**src/rtl/usb_pkg.sv**
```systemverilog
`default_nettype none
// ============================================================================
//  Module      : usb_pkg
//  Description : Shared types and constants for the USB transmit path: the
//                packetizer state encoding, common PID values and the CRC16
//                parameters plus a byte-wide CRC16 update helper.
//  Revision    : 1.0 - initial release
// ============================================================================
package usb_pkg;

  typedef enum logic [3:0] {
    ST_IDLE   = 4'd0,
    ST_SYNC   = 4'd1,
    ST_PID    = 4'd2,
    ST_DATA   = 4'd3,
    ST_CRC_LO = 4'd4,
    ST_CRC_HI = 4'd5,
    ST_DRAIN  = 4'd6,
    ST_EOP    = 4'd7,
    ST_DONE   = 4'd8
  } tx_state_e;

  localparam logic [3:0] PID_DATA0 = 4'b0011;
  localparam logic [3:0] PID_DATA1 = 4'b1011;
  localparam logic [3:0] PID_ACK   = 4'b0010;
  localparam logic [3:0] PID_NAK   = 4'b1010;
  localparam logic [3:0] PID_STALL = 4'b1110;

  localparam logic [15:0] CRC16_POLY = 16'h8005;
  localparam logic [15:0] CRC16_INIT = 16'hFFFF;

  function automatic logic [15:0] reflect16(input logic [15:0] v);
    logic [15:0] r;
    for (int i = 0; i < 16; i++) begin
      r[i] = v[15-i];
    end
    return r;
  endfunction

  // USB serialises LSB-first, so the register is kept bit-reflected: bit 0
  // holds the oldest term and the polynomial is applied in mirrored form.
  function automatic logic [15:0] crc16_update(input logic [15:0] crc,
                                               input logic [7:0]  data);
    logic [15:0] c;
    logic [15:0] poly_r;
    poly_r = reflect16(CRC16_POLY);
    c      = crc ^ {8'h00, data};
    for (int i = 0; i < 8; i++) begin
      c = c[0] ? ((c >> 1) ^ poly_r) : (c >> 1);
    end
    return c;
  endfunction

endpackage
`default_nettype wire

```
**src/rtl/usb_crc16.sv**
```systemverilog
`default_nettype none
// ============================================================================
//  Module      : usb_crc16
//  Description : USB CRC16 accumulator, one byte per update. The output is
//                already complemented and bit-ordered so that crc_out[7:0]
//                is the first CRC byte on the wire.
//  Ports       : clk, n_rst      - clock, async active-low reset
//                clear           - reseed the accumulator
//                update, data    - fold one byte into the CRC
//                crc_out         - complemented CRC of all bytes since clear
//  Revision    : 1.0 - initial release
// ============================================================================
module usb_crc16
  import usb_pkg::*;
(
  input  logic        clk,
  input  logic        n_rst,
  input  logic        clear,
  input  logic        update,
  input  logic [7:0]  data,
  output logic [15:0] crc_out
);

  localparam logic [15:0] c_seed = reflect16(CRC16_INIT);

  logic [15:0] r_crc;
  logic [15:0] w_crc_next;

  assign w_crc_next = crc16_update(r_crc, data);

  always_ff @(posedge clk or negedge n_rst) begin
    if (!n_rst) begin
      r_crc <= 16'h0000;
    end else if (clear) begin
      r_crc <= c_seed;
    end else if (update) begin
      r_crc <= w_crc_next;
    end
  end

  assign crc_out = ~r_crc;

endmodule
`default_nettype wire

```
**src/rtl/usb_tx_packetizer.sv**
```systemverilog
`default_nettype none
// ============================================================================
//  Module      : usb_tx_packetizer
//  Description : USB transmit packet controller. Emits SYNC, PID, optional
//                payload pulled from a show-ahead FIFO, CRC16 and EOP, handing
//                each byte to the serial shifter with a one-cycle load strobe.
//  Ports       : clk, n_rst            - clock, async active-low reset
//                tx_start, tx_pid      - packet request and its PID
//                tx_abort              - cut the current packet short
//                fifo_empty/rdata/rd   - show-ahead TX FIFO interface
//                shift_rdy, byte_load,
//                tx_byte               - shifter byte handshake
//                sending, eop          - bus phase indicators
//                tx_done, tx_err       - completion pulse and error status
//                busy                  - controller not idle
//  Revision    : 1.0 - initial release
// ============================================================================
module usb_tx_packetizer
  import usb_pkg::*;
#(
  parameter int          MAX_PAYLOAD = 64,
  parameter int          EOP_CYCLES  = 2,
  parameter logic [7:0]  SYNC_BYTE   = 8'h80,
  parameter int          CNT_W       = 7
)
(
  input  logic       clk,
  input  logic       n_rst,
  input  logic       tx_start,
  input  logic [3:0] tx_pid,
  input  logic       tx_abort,
  input  logic       fifo_empty,
  input  logic [7:0] fifo_rdata,
  output logic       fifo_rd,
  input  logic       shift_rdy,
  output logic       byte_load,
  output logic [7:0] tx_byte,
  output logic       sending,
  output logic       eop,
  output logic       tx_done,
  output logic       tx_err,
  output logic       busy
);

  localparam int                 c_eop_w    = $clog2(EOP_CYCLES + 1);
  localparam logic [c_eop_w-1:0] c_eop_last = c_eop_w'(EOP_CYCLES - 1);
  localparam logic [c_eop_w-1:0] c_eop_one  = c_eop_w'(1);
  localparam logic [CNT_W-1:0]   c_cnt_max  = CNT_W'(MAX_PAYLOAD);
  localparam logic [CNT_W-1:0]   c_cnt_one  = CNT_W'(1);

  tx_state_e          r_state;
  tx_state_e          w_state_next;
  logic [3:0]         r_pid;
  logic [CNT_W-1:0]   r_cnt;
  logic               r_err;
  logic [c_eop_w-1:0] r_eop_cnt;
  logic [7:0]         r_tx_byte;

  logic               w_has_payload;
  logic [7:0]         w_byte;
  logic               w_start;
  logic               w_err_set;
  logic               w_err_clr;
  logic               w_cnt_inc;
  logic [15:0]        w_crc;

  // DATA0/1/2/MDATA all share the low PID bits 2'b11.
  assign w_has_payload = (r_pid[1:0] == 2'b11);

  usb_crc16 u_crc (
    .clk     (clk),
    .n_rst   (n_rst),
    .clear   (w_start),
    .update  (w_cnt_inc),
    .data    (fifo_rdata),
    .crc_out (w_crc)
  );

  always_ff @(posedge clk or negedge n_rst) begin
    if (!n_rst) begin
      r_state   <= ST_IDLE;
      r_pid     <= 4'h0;
      r_cnt     <= '0;
      r_err     <= 1'b0;
      r_eop_cnt <= '0;
      r_tx_byte <= 8'h00;
    end else begin
      r_state <= w_state_next;
      if (w_start) begin
        r_pid <= tx_pid;
        r_cnt <= '0;
      end else if (w_cnt_inc) begin
        r_cnt <= r_cnt + c_cnt_one;
      end
      if (w_err_set) begin
        r_err <= 1'b1;
      end else if (w_err_clr) begin
        r_err <= 1'b0;
      end
      r_eop_cnt <= (r_state == ST_EOP) ? (r_eop_cnt + c_eop_one) : '0;
      if (byte_load) begin
        r_tx_byte <= w_byte;
      end
    end
  end

  // The shifter captures tx_byte in the same cycle as byte_load, so the
  // freshly selected byte bypasses the holding register on load cycles.
  assign tx_byte = byte_load ? w_byte : r_tx_byte;
  assign busy    = (r_state != ST_IDLE);

  always_comb begin
    w_state_next = r_state;
    w_byte       = 8'h00;
    byte_load    = 1'b0;
    fifo_rd      = 1'b0;
    w_start      = 1'b0;
    w_err_set    = 1'b0;
    w_err_clr    = 1'b0;
    w_cnt_inc    = 1'b0;
    sending      = 1'b0;
    eop          = 1'b0;
    tx_done      = 1'b0;
    tx_err       = 1'b0;

    case (r_state)
      ST_IDLE: begin
        if (tx_start) begin
          w_start      = 1'b1;
          w_state_next = ST_SYNC;
        end
      end

      ST_SYNC: begin
        sending = 1'b1;
        w_byte  = SYNC_BYTE;
        if (tx_abort) begin
          w_err_set    = 1'b1;
          w_state_next = ST_DRAIN;
        end else if (shift_rdy) begin
          byte_load    = 1'b1;
          w_state_next = ST_PID;
        end
      end

      ST_PID: begin
        sending = 1'b1;
        w_byte  = {~r_pid, r_pid};
        if (tx_abort) begin
          w_err_set    = 1'b1;
          w_state_next = ST_DRAIN;
        end else if (shift_rdy) begin
          byte_load    = 1'b1;
          w_state_next = w_has_payload ? ST_DATA : ST_DRAIN;
        end
      end

      ST_DATA: begin
        sending = 1'b1;
        w_byte  = fifo_rdata;
        if (tx_abort) begin
          w_err_set    = 1'b1;
          w_state_next = ST_DRAIN;
        end else if (fifo_empty) begin
          w_state_next = ST_CRC_LO;
        end else if (r_cnt == c_cnt_max) begin
          // More data than a packet may carry: drop the CRC so the
          // receiver rejects the packet.
          w_err_set    = 1'b1;
          w_state_next = ST_DRAIN;
        end else if (shift_rdy) begin
          byte_load = 1'b1;
          fifo_rd   = 1'b1;
          w_cnt_inc = 1'b1;
        end
      end

      ST_CRC_LO: begin
        sending = 1'b1;
        w_byte  = w_crc[7:0];
        if (tx_abort) begin
          w_err_set    = 1'b1;
          w_state_next = ST_DRAIN;
        end else if (shift_rdy) begin
          byte_load    = 1'b1;
          w_state_next = ST_CRC_HI;
        end
      end

      ST_CRC_HI: begin
        sending = 1'b1;
        w_byte  = w_crc[15:8];
        if (tx_abort) begin
          w_err_set    = 1'b1;
          w_state_next = ST_DRAIN;
        end else if (shift_rdy) begin
          byte_load    = 1'b1;
          w_state_next = ST_DRAIN;
        end
      end

      ST_DRAIN: begin
        sending = 1'b1;
        if (shift_rdy) begin
          w_state_next = ST_EOP;
        end
      end

      ST_EOP: begin
        eop = 1'b1;
        if (r_eop_cnt == c_eop_last) begin
          w_state_next = ST_DONE;
        end
      end

      ST_DONE: begin
        tx_done      = 1'b1;
        tx_err       = r_err;
        w_err_clr    = 1'b1;
        w_state_next = ST_IDLE;
      end

      default: begin
        w_state_next = ST_IDLE;
      end
    endcase
  end

endmodule
`default_nettype wire

```
**config.mk**
```make
export PLATFORM = sky130hd
export DESIGN_NAME = usb_tx_packetizer
export DESIGN_NICKNAME = d
export VERILOG_FILES = /design/src/rtl/usb_pkg.sv /design/src/rtl/usb_crc16.sv /design/src/rtl/usb_tx_packetizer.sv
export SDC_FILE = /design/constraint.sdc
export NUM_CORES = 1
export LEC_CHECK = 0
export CORE_ASPECT_RATIO = 1.5
export CORE_UTILIZATION = 35
export CTS_CLUSTER_DIAMETER = 120
export DETAILED_ROUTE_END_ITERATION = 8
export SLEW_MARGIN = 20
export SYNTH_ARGS = -nofsm -noshare
export SYNTH_HDL_FRONTEND = slang
export SYNTH_HIERARCHICAL = 1
export SYNTH_SLANG_ARGS = --single-unit
```
**constraint.sdc**
```tcl
create_clock -name clk -period 3.17 [get_ports clk]
set_input_delay 0.634 -clock clk [delete_from_list [all_inputs] [get_ports clk]]
set_output_delay 0.634 -clock clk [all_outputs]
set_load 0.03 [all_outputs]
```
Yosys cells after proc, flatten, opt, wreduce, memory -nomap -nowiden
Index checks and enable logic that the tools add are counted.
{ "word_totals": {"register_bits": 42, "latch_bits": 0, "ram_bits": 0, "romBits": 0, "inputBits": 18, "output_inout_bits": 15, "wordCells": 97, "n_memories": 0} }
{ "op_classes": {"add_sub_neg": 2, "mul": 0, "div_mod_pow": 0, "n_lt_le_gt_ge": 0, "eq_ne": 19, "shift": 0, "muxes": 51, "bitwise_logic": 11, "n_reduce_logical": 7} }
{ "ops": {"columns": ["cell", "count"], "rows": [
  ["16-bit two-way mux", 10],
  ["4-bit two-way mux", 14],
  ["8-bit one-hot mux with 5 select lines", 1],
  ["4-bit one-hot mux with 8 select lines", 1],
  ["2-bit inverter with 3-bit output", 8],
  ["1-bit two-way mux", 18],
  ["4-bit by 3-bit == test with 1-bit output, second input constant", 4],
  ["16-bit inverter", 1],
  ["16-bit by 8-bit XOR with 16-bit output", 1],
  ["7-bit two-way mux", 2],
  ["3-bit != test, second input constant", 4],
  ["4-bit by 2-bit == test with 1-bit output, second input constant", 2],
  ["8-bit two-way mux", 1],
  ["8-bit AND reduction", 1],
  ["7-bit by 1-bit adder with 7-bit output, second input constant", 1],
  ["7-bit == test, second input constant", 1],
  ["6-bit OR reduction", 1],
  ["4-bit by 1-bit == test with 1-bit output, second input constant", 1],
  ["4-bit == test, second input constant", 1],
  ["4-bit zero test", 1],
  ["2-bit != test, second input constant", 2],
  ["4-bit != test, second input constant", 1],
  ["4-bit inverter", 1],
  ["1-bit one-hot mux with 2 select lines", 2],
  ["9 further kinds", 10]
]} }

Depth between registers and ports, before layout
{ "depth": {"word_depth": 19, "depth_mapped": 10, "mapped_depth_nobuf": 8} }

Cells and area by module
The synthesis kept the hierarchy.
{ "by_module_without_submodules": {"columns": ["module", "n_inst", "cells_per_inst", "area_each_um2", "seq_area_each_um2"], "rows": [
  ["usb_tx_packetizer", 1, 186, 1704.1, 650.6],
  ["usb_crc16", 1, 96, 922.1, 400.4]
]} }

Worst setup path before layout
OpenSTA, ideal clock, no wires.
{ "synth_timing": {"kind": "flip-flop to output port", "startpoint": "register r_cnt[0]", "endpoint": "output port tx_byte[0]", "arrival_ps": 2048, "required_ps": 2536, "setup_slack_ps": 488, "path_stages_with_launch": 7, "path_buffers": 0, "path_cell_list": "dfrtp_1 > inv_1 > ha_1 > and4bb_4 > a211o_4 > a21oi_4 > mux2_1"} }
{ "synth_via": {"elab_chain_len": 6} }
{ "synth_rtl": {"columns": ["element", "line", "source"], "rows": [
  ["start: declaration", "usb_tx_packetizer.sv:54", "logic [CNT_W-1:0] r_cnt;"],
  ["start signal: assignment", "usb_tx_packetizer.sv:93", "r_cnt <= r_cnt + c_cnt_one;"],
  ["7-bit == test", "usb_tx_packetizer.sv:166", "end else if (r_cnt == c_cnt_max) begin"],
  ["1-bit two-way mux", "usb_tx_packetizer.sv:166", null],
  ["1-bit two-way mux", "usb_tx_packetizer.sv:164", "end else if (fifo_empty) begin"],
  ["1-bit two-way mux", "usb_tx_packetizer.sv:161", "if (tx_abort) begin"],
  ["1-bit one-hot mux with 2 select lines", "usb_tx_packetizer.sv:126", "case (r_state)"],
  ["named net byte_load", "usb_tx_packetizer.sv:36", "output logic byte_load,"],
  ["8-bit two-way mux", null, null],
  ["end: declaration", "usb_tx_packetizer.sv:37", "output logic [7:0] tx_byte,"]
]} }
The timed path passes the listed nets, and every way through them passes these cells.

Worst setup path in the final report
{ "layout_timing": {"startpoint": "register r_cnt[0]", "endpoint": "output port tx_byte[2]"} }
{ "layout_via": {"elab_chain_len": 6} }
{ "layout_rtl": {"columns": ["element", "line"], "rows": [
  ["7-bit == test", "usb_tx_packetizer.sv:166"],
  ["1-bit two-way mux", "usb_tx_packetizer.sv:166"],
  ["1-bit two-way mux", "usb_tx_packetizer.sv:164"],
  ["1-bit two-way mux", "usb_tx_packetizer.sv:161"],
  ["1-bit one-hot mux with 2 select lines", "usb_tx_packetizer.sv:126"],
  ["8-bit two-way mux", null]
]} }
No other way between the ends.

==> qor.yml <==
cells_and_area:
  stdcell_area_um2: 3307
  final_nets: 352
  syn_to_final_growth_pct: 25.92
  n_antenna_cell: 0
  fillers: 727
  final_layout_size_suffix_gt1_frac: 0.1631
  post-route-util: 0.4576
sta:
  period_minus_slack_ns: 3.060
  holdWs_ns: 0.3236
  setup_violations: 0
  max_freq_ghz: 0.3268
  maxSlewHeadroom: 0.6306
  fin_worst_skew_ns: 0.008878
  finalCritPeriodShare: 0.9653
  slew_violations: 0
  tightest_slew_ns: 0.5541
  finalHoldViolCount: 0
  layout_setup_ws_ns: 0.1099
  tns_ns: 0
  rsz0062_at_grt: "false"
worst_setup_path:
  startpoint_type: "register"
  path_max_fanout: 9
  reg2reg_from: "r_cnt[0]"
  crit_required_ns: 2.54
  worst_ep_arrival_time_ns: 2.43
  cp-startpoint: "r_cnt[0]"
  endpoint_kind: "output pin"
  critPathKind: "register to output pin"
yosys:
  yosys-top-cells-count: "dfrtp_1, inv_1, nand2_1"
  synth-warning-count: 6
  synth_top_area_cell: "dfrtp_1"
  ys_seq_area_frac: 0.4002
  syn_inst: 282
  synth-main-ff-cell: "dfrtp_1"
  synth_area_leaders: "dfrtp_1, xnor2_1, inv_1"
  synth_area_um2: 2626
  synth_nets: 303
  async_reset_ff_frac: 1.000
  netlist.area_leader.share: 0.4002
  yosysMostFrequentCell: "dfrtp_1"
  synth-seq-cells: 42
  syn-mean-instance-area_um2: 9.313
  synth_edf_count: 0
  yosysUniqueCellTypes: 50
power:
  switchingPower_w: 0.001287
  p_leak_nw: 1.438
  pwr-share-comb: 0.569
  seq_power_share: 0.289
  pwr-share-clk: 0.142
  swShare: 0.4198
  vdd_ir_drop_max_uv: 475.2
  internal-power_w: 0.001778
  power.density_nw_per_um2: 926.9
clock_tree:
  ctsHoldBuffers: 0
  clk-insertion-delay-late_ns: 0.29
  h-tree-depth: 2
  clkTransAtPathRegs_ns: 0.08
  cts_tree: "built"
  cts.sink_count: 42
  cts_root_buf: "clkbuf_8"
  cts_inserted_buffers: 5
  cts_max_path_buffers: 2
drt:
  drt_iter0_drc: 135
  drt_wl_total_mm: 6.521
  remaining_drc_errors: 0
  avgRoutedWirePerCell_um: 15.13
  avgViaCountPerCell: 5.232
  drtAntennaViolNets: 0
  via_count: 2255
  drt_pass1_iterations: 4
status:
  status: "finished clean"
grt:
  antenna_found_initial: 0
  grt_pass1_vias: 2241
  grt_use_total: 0.1806
  grt_first_pass_wirelength_mm: 10.83
  grt_max_degree: 43
  grt.overflow.total: 0
floorplan:
  rows: 38
  dieArea_um2: 7861
  io_pins: 33
  coreArea_um2: 7227
  die_h_um: 108.1
  die_x_um: 72.73
  initial_core_util: 0.3634
placement:
  port_buffers: 32
  dp_slack_ns: -0.1239
  placed_cell_area_um2: 3201
  hpwl_mm: 4.948
  gp_congestion: 0.8364
worst_hold_path:
  min_path_type: "primary input to async pin"
flow_run:
  maxCapViolations: 0
==> power by group through the flow <==
stage | logic [W] | clock network (W) | registers [W]
2_1_floorplan | 0.00128 | 0 | 0.000851
3_3_place_gp | 0.00178 | 0 | 0.000894
3_5_place_dp | 0.00179 | 0 | 0.000897
4_1_cts | 0.00176 | 0.000449 | 0.000886
5_1_grt | 0.00191 | 0.000467 | 0.000912
6_report | 0.00174 | 0.000434 | 0.000887
==> cell type report <==
| type | instances | area (um^2) | share of cell area |
|---|---|---|---|
| Timing Repair Buffer | 60 | 525.5 | 0.1589 |
| Sequential cell | 42 | 1052 | 0.3182 |
| Multi-Input combinational cell | 194 | 1386 | 0.4192 |
| Tap cell | 100 | 125.1 | 0.03784 |
| Clock buffer | 6 | 82.58 | 0.02497 |
| Inverter | 28 | 105.1 | 0.03178 |
| Clock inverter | 1 | 30.03 | 0.009081 |
==> through the flow <==
stage / std cells / power [W]
CTS: 431 / 0.003093
finish: 431 / 0.003065
floorplan: 282 / 0.002135
global placement: 424 / 0.002672
global route: 431 / 0.003286
detailed placement: 424 / 0.002688
==> sequential cells by signal, indices dropped and copies added (netlist names) <==
| register | count |
|---|---|
| r_pid | 4 |
| r_err | 1 |
| r_state | 4 |
| u_crc/r_crc | 16 |
| r_eop_cnt | 2 |
| r_tx_byte | 8 |
| r_cnt | 7 |
==> critical path, cell delays in order (launching register included) <==
cell	delay, ns
dfrtp_1	0.35
inv_1	0.05
ha_1	0.19
and4bb_4	0.20
a211o_4	0.34
a21oi_4	0.15
buf_12	0.14
mux2_1	0.34
dlygate4sd2_1	0.36
==> layout by cell type, fill, tap and decap left out, types with 5 or more instances in the layout <==
cell and instances:
inv_1 27, buf_4 30, nor2_1 10, o21ai_1 7, nor2b_1 6, nand3_1 9
o211ai_1 12, dlygate4sd2_1 8, a221oi_1 5, nor3_1 8, or4_1 5, dfrtp_1 41
a21oi_1 13, a22oi_1 5, a211oi_1 7, nand2_1 27, clkdlybuf4s50_1 21, mux2_1 8
xnor2_1 12, clkbuf_8 6
==> cells by family (layout without fill, tap and decap cells) <==
group,Yosys count,in the layout,share of synthesized area
AOI/OAI and AO/OA,72,72,0.1972
muxes,12,12,0.05145
buffers and inverters,46,95,0.07289
xor gates and xnor gates,21,21,0.09004
adders and majority gates,3,3,0.01429
DFF,42,42,0.4002
and+or+nand+nor,86,86,0.1739
==> path summary, 6_finish.rpt <==
path | endpoint | slack (ns) | depth (start not counted)
min in group clk | r_eop_cnt[0] | 0.44 | 1
min reg2reg | r_eop_cnt[0] | 0.44 | 1
max reg2reg | u_crc/r_crc[14] | 0.75 | 10
max in group asynchronous | r_state[1] | 2.45 | 1
min | r_eop_cnt[1] | 0.32 | 1
max | tx_byte[2] | 0.11 | 8
==> timing repair <==
item                                    4_1_cts  5_1_grt
gates resized for setup                       8        1
endpoints found under the setup margin        8        6
setup buffers                                 0        0
==> routing by layer <==
metal / wire (um) / GRT usage / vias up
met3: 239 / 0.02423 / 12
met5: 0 / 0 / -
li1: - / - / 1097
met4: 167 / 0.07703 / 0
met2: 3497 / 0.3251 / 58
met1: 2615 / 0.2108 / 1088
No activity file was read; power rests on OpenSTA's default activity.
